==> config.mk <==
export PLATFORM = sky130hd
export DESIGN_NAME = chan_packet_ctrl_flat
export DESIGN_NICKNAME = d
export VERILOG_FILES = /design/src/rtl/chan_packet_if.sv /design/src/rtl/chan_packet_ctrl.sv /design/src/flat_wrapper.sv
export SDC_FILE = /design/constraint.sdc
export NUM_CORES = 1
export LEC_CHECK = 0
export ABC_CLOCK_PERIOD_IN_PS = 6100
export BUFFER_PORTS_ARGS = -buffer_cell sky130_fd_sc_hd__clkbuf_2
export CAP_MARGIN = 20
export CORE_UTILIZATION = 56
export DETAILED_ROUTE_END_ITERATION = 7
export GPL_ROUTABILITY_DRIVEN = 0
export GPL_TIMING_DRIVEN = 0
export MAX_ROUTING_LAYER = met4
export PLACE_DENSITY = 0.86
export SYNTH_ARGS = -nofsm -noshare
export SYNTH_HDL_FRONTEND = slang
export SYNTH_SLANG_ARGS = --single-unit
==> constraint.sdc <==
create_clock -name user_clk -period 6.1 [get_ports user_clk]
set_clock_uncertainty 0.15 [all_clocks]
set_input_delay 0.305 -clock user_clk [delete_from_list [all_inputs] [get_ports user_clk]]
set_output_delay 0.305 -clock user_clk [all_outputs]
set_load 0.01 [all_outputs]
==> src/rtl/chan_packet_if.sv <==
// Channel packetizer bus bundle: control word, channelizer input stream,
// packet output stream and status readback.
//
// Handshake: din_valid qualifies din_data/din_chan for exactly the cycle it
// is high; there is no input back-pressure. dout_valid is a one-cycle pulse
// per emitted word. dout_ready is sampled in the cycle a matched sample (or
// the header) is taken: if it is low the matched sample is dropped and
// overflow is set, so an emitted word is never held or repeated.
interface chan_packet_if #(
    parameter int DATA_W = 32,
    parameter int CHAN_W = 8
);
    logic [31:0]       cfg_reg;
    logic              sync_in;
    logic [DATA_W-1:0] din_data;
    logic [CHAN_W-1:0] din_chan;
    logic              din_valid;
    logic              dout_ready;
    logic [DATA_W-1:0] dout_data;
    logic              dout_valid;
    logic              dout_sof;
    logic              dout_eof;
    logic              busy;
    logic [15:0]       pkt_count;
    logic              overflow;
    logic [2:0]        dbg_state;

    // Driver side: software register, channelizer and downstream FIFO.
    modport master (
        output cfg_reg, sync_in, din_data, din_chan, din_valid, dout_ready,
        input  dout_data, dout_valid, dout_sof, dout_eof, busy, pkt_count,
               overflow, dbg_state
    );

    // Sequencer side.
    modport slave (
        input  cfg_reg, sync_in, din_data, din_chan, din_valid, dout_ready,
        output dout_data, dout_valid, dout_sof, dout_eof, busy, pkt_count,
               overflow, dbg_state
    );
endinterface

==> src/rtl/chan_packet_ctrl.sv <==
// Channel packetizer sequencer.
// Decodes the control word ([31] arm, [30] single_shot, [23:16] chan_sel,
// [11:0] pkt_len), waits for a frame sync, then forwards samples of the
// selected channel as sof/eof framed packets with an idle gap in between.
// Optional macro CHAN_PACKET_HEADER_EN inserts a header word
// {chan_sel, 8'h00, pkt_count} in front of each packet.
module chan_packet_ctrl #(
    parameter int DATA_W     = 32,
    parameter int CHAN_W     = 8,
    parameter int LEN_W      = 12,
    parameter int GAP_CYCLES = 4
) (
    input  logic          user_clk,
    input  logic          user_rst,
    chan_packet_if.slave  bus
);
    localparam int GAP_W = (GAP_CYCLES > 1) ? $clog2(GAP_CYCLES) : 1;

    typedef enum logic [2:0] {
        IDLE      = 3'd0,
        WAIT_SYNC = 3'd1,
        HDR       = 3'd2,
        SEND      = 3'd3,
        GAP       = 3'd4
    } state_t;

    state_t            state_q;
    logic              arm_q;
    logic [CHAN_W-1:0] chan_q;
    logic [LEN_W-1:0]  len_q;
    logic              single_q;
    logic [LEN_W-1:0]  wcnt_q;
    logic [GAP_W-1:0]  gcnt_q;
    logic [DATA_W-1:0] dout_data_q;
    logic              dout_valid_q;
    logic              dout_sof_q;
    logic              dout_eof_q;
    logic [15:0]       pkt_count_q;
    logic              overflow_q;

    // Control word fields, decoded straight off the register.
    logic              cfg_arm;
    logic              cfg_single;
    logic [CHAN_W-1:0] cfg_chan;
    logic [LEN_W-1:0]  cfg_len;
    logic              arm_rise;
    logic              match;
    logic              last_word;
    logic              unused_cfg;

    assign cfg_arm    = bus.cfg_reg[31];
    assign cfg_single = bus.cfg_reg[30];
    assign cfg_chan   = bus.cfg_reg[16 +: CHAN_W];
    assign cfg_len    = bus.cfg_reg[LEN_W-1:0];
    assign unused_cfg = ^bus.cfg_reg;

    assign arm_rise  = cfg_arm && !arm_q;
    assign match     = bus.din_valid && (bus.din_chan == chan_q);
    assign last_word = (wcnt_q == (len_q - 1'b1));

    // Sequencer: arm detection, shadow config, framing, counters and status.
    always_ff @(posedge user_clk or posedge user_rst) begin
        if (user_rst) begin
            state_q      <= IDLE;
            arm_q        <= 1'b0;
            chan_q       <= '0;
            len_q        <= '0;
            single_q     <= 1'b0;
            wcnt_q       <= '0;
            gcnt_q       <= '0;
            dout_data_q  <= '0;
            dout_valid_q <= 1'b0;
            dout_sof_q   <= 1'b0;
            dout_eof_q   <= 1'b0;
            pkt_count_q  <= '0;
            overflow_q   <= 1'b0;
        end else begin
            arm_q        <= cfg_arm;
            dout_valid_q <= 1'b0;
            dout_sof_q   <= 1'b0;
            dout_eof_q   <= 1'b0;

            // A fresh arm edge starts a new status epoch; a drop in the same
            // cycle below still wins.
            if (arm_rise) begin
                overflow_q <= 1'b0;
            end

            case (state_q)
                IDLE: begin
                    if (arm_rise && (cfg_len != '0)) begin
                        chan_q   <= cfg_chan;
                        len_q    <= cfg_len;
                        single_q <= cfg_single;
                        state_q  <= WAIT_SYNC;
                    end
                end

                WAIT_SYNC: begin
                    if (!cfg_arm) begin
                        state_q <= IDLE;
                    end else if (bus.sync_in) begin
                        wcnt_q  <= '0;
`ifdef CHAN_PACKET_HEADER_EN
                        state_q <= HDR;
`else
                        state_q <= SEND;
`endif
                    end
                end

`ifdef CHAN_PACKET_HEADER_EN
                HDR: begin
                    // The header slot owns the output register this cycle,
                    // so a matched sample has nowhere to go.
                    if (match) begin
                        overflow_q <= 1'b1;
                    end
                    if (bus.dout_ready) begin
                        dout_data_q  <= DATA_W'({8'(chan_q), 8'h00, pkt_count_q});
                        dout_valid_q <= 1'b1;
                        dout_sof_q   <= 1'b1;
                        state_q      <= SEND;
                    end
                end
`endif

                SEND: begin
                    if (match) begin
                        if (!bus.dout_ready) begin
                            overflow_q <= 1'b1;
                        end else begin
                            dout_data_q  <= bus.din_data;
                            dout_valid_q <= 1'b1;
`ifdef CHAN_PACKET_HEADER_EN
                            dout_sof_q   <= 1'b0;
`else
                            dout_sof_q   <= (wcnt_q == '0);
`endif
                            dout_eof_q   <= last_word;
                            wcnt_q       <= wcnt_q + 1'b1;
                            if (last_word) begin
                                pkt_count_q <= pkt_count_q + 16'd1;
                                gcnt_q      <= '0;
                                state_q     <= GAP;
                            end
                        end
                    end
                end

                GAP: begin
                    if (gcnt_q == GAP_W'(GAP_CYCLES - 1)) begin
                        if (cfg_arm && !single_q) begin
                            state_q <= WAIT_SYNC;
                        end else begin
                            state_q <= IDLE;
                        end
                    end else begin
                        gcnt_q <= gcnt_q + 1'b1;
                    end
                end

                default: begin
                    state_q <= IDLE;
                end
            endcase
        end
    end

    assign bus.dout_data  = dout_data_q;
    assign bus.dout_valid = dout_valid_q;
    assign bus.dout_sof   = dout_sof_q;
    assign bus.dout_eof   = dout_eof_q;
    assign bus.busy       = (state_q != IDLE);
    assign bus.pkt_count  = pkt_count_q;
    assign bus.overflow   = overflow_q;
    assign bus.dbg_state  = state_q;
endmodule

==> src/flat_wrapper.sv <==
// flat-port wrapper written by rule: the top's interface ports become plain ports
module chan_packet_ctrl_flat 
#(
    parameter int DATA_W     = 32,
    parameter int CHAN_W     = 8,
    parameter int LEN_W      = 12,
    parameter int GAP_CYCLES = 4
)
  (user_clk, user_rst, bus_cfg_reg, bus_sync_in, bus_din_data, bus_din_chan, bus_din_valid, bus_dout_ready, bus_dout_data, bus_dout_valid, bus_dout_sof, bus_dout_eof, bus_busy, bus_pkt_count, bus_overflow, bus_dbg_state);
  chan_packet_if #(.DATA_W(DATA_W), .CHAN_W(CHAN_W)) bus_i ();
  input  logic user_clk;
  input  logic user_rst;
  input wire logic [$bits(bus_i.cfg_reg)-1:0] bus_cfg_reg;
  input wire logic [$bits(bus_i.sync_in)-1:0] bus_sync_in;
  input wire logic [$bits(bus_i.din_data)-1:0] bus_din_data;
  input wire logic [$bits(bus_i.din_chan)-1:0] bus_din_chan;
  input wire logic [$bits(bus_i.din_valid)-1:0] bus_din_valid;
  input wire logic [$bits(bus_i.dout_ready)-1:0] bus_dout_ready;
  output wire logic [$bits(bus_i.dout_data)-1:0] bus_dout_data;
  output wire logic [$bits(bus_i.dout_valid)-1:0] bus_dout_valid;
  output wire logic [$bits(bus_i.dout_sof)-1:0] bus_dout_sof;
  output wire logic [$bits(bus_i.dout_eof)-1:0] bus_dout_eof;
  output wire logic [$bits(bus_i.busy)-1:0] bus_busy;
  output wire logic [$bits(bus_i.pkt_count)-1:0] bus_pkt_count;
  output wire logic [$bits(bus_i.overflow)-1:0] bus_overflow;
  output wire logic [$bits(bus_i.dbg_state)-1:0] bus_dbg_state;
  assign bus_i.cfg_reg = bus_cfg_reg;
  assign bus_i.sync_in = bus_sync_in;
  assign bus_i.din_data = bus_din_data;
  assign bus_i.din_chan = bus_din_chan;
  assign bus_i.din_valid = bus_din_valid;
  assign bus_i.dout_ready = bus_dout_ready;
  assign bus_dout_data = bus_i.dout_data;
  assign bus_dout_valid = bus_i.dout_valid;
  assign bus_dout_sof = bus_i.dout_sof;
  assign bus_dout_eof = bus_i.dout_eof;
  assign bus_busy = bus_i.busy;
  assign bus_pkt_count = bus_i.pkt_count;
  assign bus_overflow = bus_i.overflow;
  assign bus_dbg_state = bus_i.dbg_state;
  chan_packet_ctrl #(.DATA_W(DATA_W), .CHAN_W(CHAN_W), .LEN_W(LEN_W), .GAP_CYCLES(GAP_CYCLES)) u_core (.user_clk(user_clk), .user_rst(user_rst), .bus(bus_i));
endmodule
==> summary.md <==
| Metric | Value |
|---|---|
| Hold-fix buffer count after cts | 26 |
| Post-route fraction of the period consumed by the critical path | 59.4% |
| Syn_nets | 522 |
| Avg Inst Size Synth | 9.98 um^2 |
| Type of the setup path with the least slack | reg2reg |
| Post-layout instance count excluding filler cells | 705 |
| Slew of the pin with the lowest slew margin | 0.914 ns |
| Core Rows | 31 |
| Combinational family with the most area after synthesis | simple AND/OR/NAND/NOR gates |
| X dimension of the die | 90.5 um |
| CTS sink count | 91 |
| Deepest clock path buffer count | 2 |
| Fmax | 0.276 GHz |
| Routed WL per cell | 16.1 um |
| RSZ-0062 raised after global routing | no |
| MaxCap Viol Count | 0 |
| Total count of hold-check failures in the final report | 0 |
| Initial cell density of the core | 59.2% |
| Clock latency on the worst-skew pair | 0.35 ns |
| Clock power share | 21.1% |
| Most numerous cell on the critical path | sky130_fd_sc_hd__nand2_1 |
| Share of synthesized cell area in and, or, nand and nor gates | 25.0% |
| Die Y | 90.5 um |
| Fraction of layout instances using a drive strength above 1 | 28.9% |
| Area growth, synth to finish | 28.1% |
| CTS H-Tree Depth | 3 |
| Sum Neg Setup Slack | 0 ns |
| Hold Crit Class | in2reg |
| Final ANT Viol Nets | 0 |
| CTS tree | yes |
| Area enclosed by the die boundary | 8200 um^2 |
| Cell-internal power | 0.00124 W |
| Total global routing overflow | 0 |
| Master cell of the clock root buffer | sky130_fd_sc_hd__clkbuf_8 |
| Lkg Pwr | 2.77 nW |
| Fraction of the mapped netlist area in compound gates | 4.53% |
| Number of enable-type register cells in the synthesized netlist | 0 |
| Areal power density over the cells | 341 nW/um^2 |
| Synthesized flop and latch total | 91 |
| Xor/xnor cell area share of the yosys netlist | 8.98% |
| Worst path slowest cell | sky130_fd_sc_hd__nor4_1 |
| CP Launch Type | register |
| Share of synthesized area occupied by flip-flops and latches | 51.9% |
| Number of cells after detailed placement | 662 |
| Yosys warns | 0 |
| Run status | completed |
| DP HPWL | 7780 um |
| Critical Path, Cell by Cell | nor2b_1 > nand2_1 > nor4_1 > o22ai_1 > nor2_1 > clkbuf_1 > nand2_1 > nand2_1 |
| Final setup slack of the worst path | 2.48 ns |
| Net switching component of the power | 0.000676 W |
| Netlist cell types | 45 |
| Arrival time worst endpoint | 3.78 ns |
| Wire length of the first global-routing pass | 18800 um |
| Via count of the first global-routing pass | 4128 |
| Sum of routed wire length over all layers | 11400 um |
| Synthesized netlist cell count | 440 |
| Area of the mapped netlist | 4390 um^2 |
| Port-buffer cells | 122 |
| Overall routing resource usage | 30.2% |
| Max Transition Viols Final | 0 |
| Post-Place Worst Slack | 2.63 ns |
| Worst VDD drop | 0.224 mV |
| Async SR Flop Fraction | 100% |
| Inserted Clock Buffers | 9 |
| Number of top-level pins | 133 |
| # setup viols final | 0 |
| Final net count | 684 |
| Hold slack | 0.0168 ns |
| Pin count of the biggest net entering global routing | 76 |
| Multiplexer fraction of the synthesized cell area | 5.62% |
| Data required time of the critical path | 6.25 ns |
| Clk slew on worst S/H paths | 0.10 ns |
| Worst-path fanout max | 10 |
| Floorplan Core Area | 7410 um^2 |
| Post-layout minimum cycle time | 3.62 ns |
| Crit end category | register |
| Via total after detailed routing | 3994 |
| Gate power share | 31.9% |
| Postcts setup bufs | 0 |
| Share of total power consumed by net switching | 35.3% |
| Share of total power in sequential cells | 47.0% |
| Via density | 5.67 |
| Power Total | 0.00192 W |
| Drc violations | 0 |
| Most used flip-flop cell after synthesis | sky130_fd_sc_hd__dfrtp_1 |
| Crit-path max cell delay | 0.84 ns |
| Tightest slew margin relative to the limit | 38.5% |
| Length of the first detailed-routing pass in iterations | 5 |
| Post-cts gate resize count | 0 |
| Adder-cell share of the synthesized area | 1.43% |
| Number of antenna violations at the first check in global routing | 0 |
| Antenna diode instance count | 0 |
| Starting DRT DRC Count | 325 |
-- cells in the mapped netlist (all sizes together) (2+ instances only) --
master | number | share of area, %
a21oi | 4 | 0.46
a31oi | 4 | 0.57
and2 | 2 | 0.29
buf | 2 | 0.51
clkbuf | 14 | 1.2
dfrtp | 91 | 52
ha | 5 | 1.4
inv | 10 | 0.86
mux2 | 21 | 5.4
nand2 | 116 | 9.9
nand2b | 5 | 0.71
nand3 | 16 | 1.8
nand4 | 5 | 0.71
nor2 | 20 | 1.7
nor2b | 2 | 0.29
nor3 | 20 | 3.2
nor3b | 2 | 0.34
nor4 | 13 | 2.4
nor4b | 3 | 0.74
o2111ai | 2 | 0.40
o21ai | 9 | 1.0
o22ai | 2 | 0.29
or3 | 7 | 1.0
or4 | 5 | 0.86
xnor2 | 26 | 5.2
xor2 | 19 | 3.8
-- cell usage in the layout (no fill, tap or decap), types with 8 or more instances in the layout --
cell,count
sky130_fd_sc_hd__clkbuf_1,15
sky130_fd_sc_hd__clkbuf_2,122
sky130_fd_sc_hd__clkbuf_8,9
sky130_fd_sc_hd__dfrtp_1,91
sky130_fd_sc_hd__dlygate4sd3_1,28
sky130_fd_sc_hd__inv_1,9
sky130_fd_sc_hd__mux2_2,20
sky130_fd_sc_hd__nand2_1,116
sky130_fd_sc_hd__nand3_1,16
sky130_fd_sc_hd__nor2_1,20
sky130_fd_sc_hd__nor3_1,12
sky130_fd_sc_hd__nor3_2,8
sky130_fd_sc_hd__nor4_1,9
sky130_fd_sc_hd__o21ai_0,9
sky130_fd_sc_hd__xnor2_1,26
sky130_fd_sc_hd__xor2_1,19
-- layout make-up --
type	count	area, um^2
buffer	16	75.1
clock buffer	10	128
clock inverter	5	62.6
fill	468	1780
inverter	10	40.0
multi-input combinational	323	2000
sequential	91	2280
tap	99	124
timing repair buffer	151	918
-- critical path, delay by kind of cell, from the launching register on --
family,cells,cell delay (ns)
and+or+nand+nor,6,2.28
buffers and inverters,1,0.41
DFF,1,0.43
AOI/OAI and AO/OA,1,0.30
-- logic make-up after synthesis --
family / Yosys count
flip-flops: 91
buffers and inverters: 26
AO/OA/AOI/OAI: 30
adder cells (fa/ha/maj): 5
multiplexers: 22
AND/OR/NAND/NOR: 221
XOR/XNOR: 45
-- power by group through the flow --
stage                     sequential (W)  clock [W]  combinational, W
after floorplan                 0.000906          0          0.000372
after global placement          0.000894          0          0.000552
after detailed placement        0.000907          0          0.000585
after CTS                       0.000896   0.000406          0.000604
after global routing            0.000920   0.000438          0.000678
final                           0.000902   0.000404          0.000611
-- layer usage --
layer | GRT usage, % | part of all wire, % | up-vias
met5 | - | 0 | -
met4 | 19.0 | 4.5 | 0
met3 | 4.04 | 5.9 | 57
met2 | 50.6 | 50 | 204
met1 | 34.1 | 39 | 1911
li1 | - | - | 1822
-- registers in the layout, indices dropped and copies added (netlist names) --
register	cells
u_core.bus.dout_valid	1
u_core.bus.dout_eof	1
u_core.single_q	1
u_core.arm_q	1
u_core.gcnt_q	2
u_core.bus.dout_data	32
u_core.bus.overflow	1
u_core.wcnt_q	12
u_core.bus.pkt_count	16
u_core.bus.dbg_state	3
u_core.chan_q	8
u_core.len_q	12
u_core.bus.dout_sof	1
-- stage by stage --
step | instance area [um^2] | utilization [%]
final | 5620 | 75.9
after global routing | 5620 | 75.9
after global placement | 5120 | 69.2
after CTS | 5600 | 75.6
after detailed placement | 5150 | 69.6
after floorplan | 4390 | -
-- final timing paths --
kind	to	from	depth (start not counted)	slack, ns
max	u_core.bus.dout_data[23]	u_core.bus.dbg_state[0]	8	2.48
min	u_core.bus.dout_data[7]	bus_din_data[7]	3	0.02
max reg2reg	u_core.bus.dout_data[23]	u_core.bus.dbg_state[0]	8	2.48
min reg2reg	u_core.bus.dout_data[7]	u_core.bus.dout_data[7]	2	0.32
max in group asynchronous	u_core.bus.dout_sof	user_rst	4	4.88
min in group asynchronous	u_core.bus.dout_data[12]	user_rst	3	0.28
No activity file was read; power rests on OpenSTA's default activity.
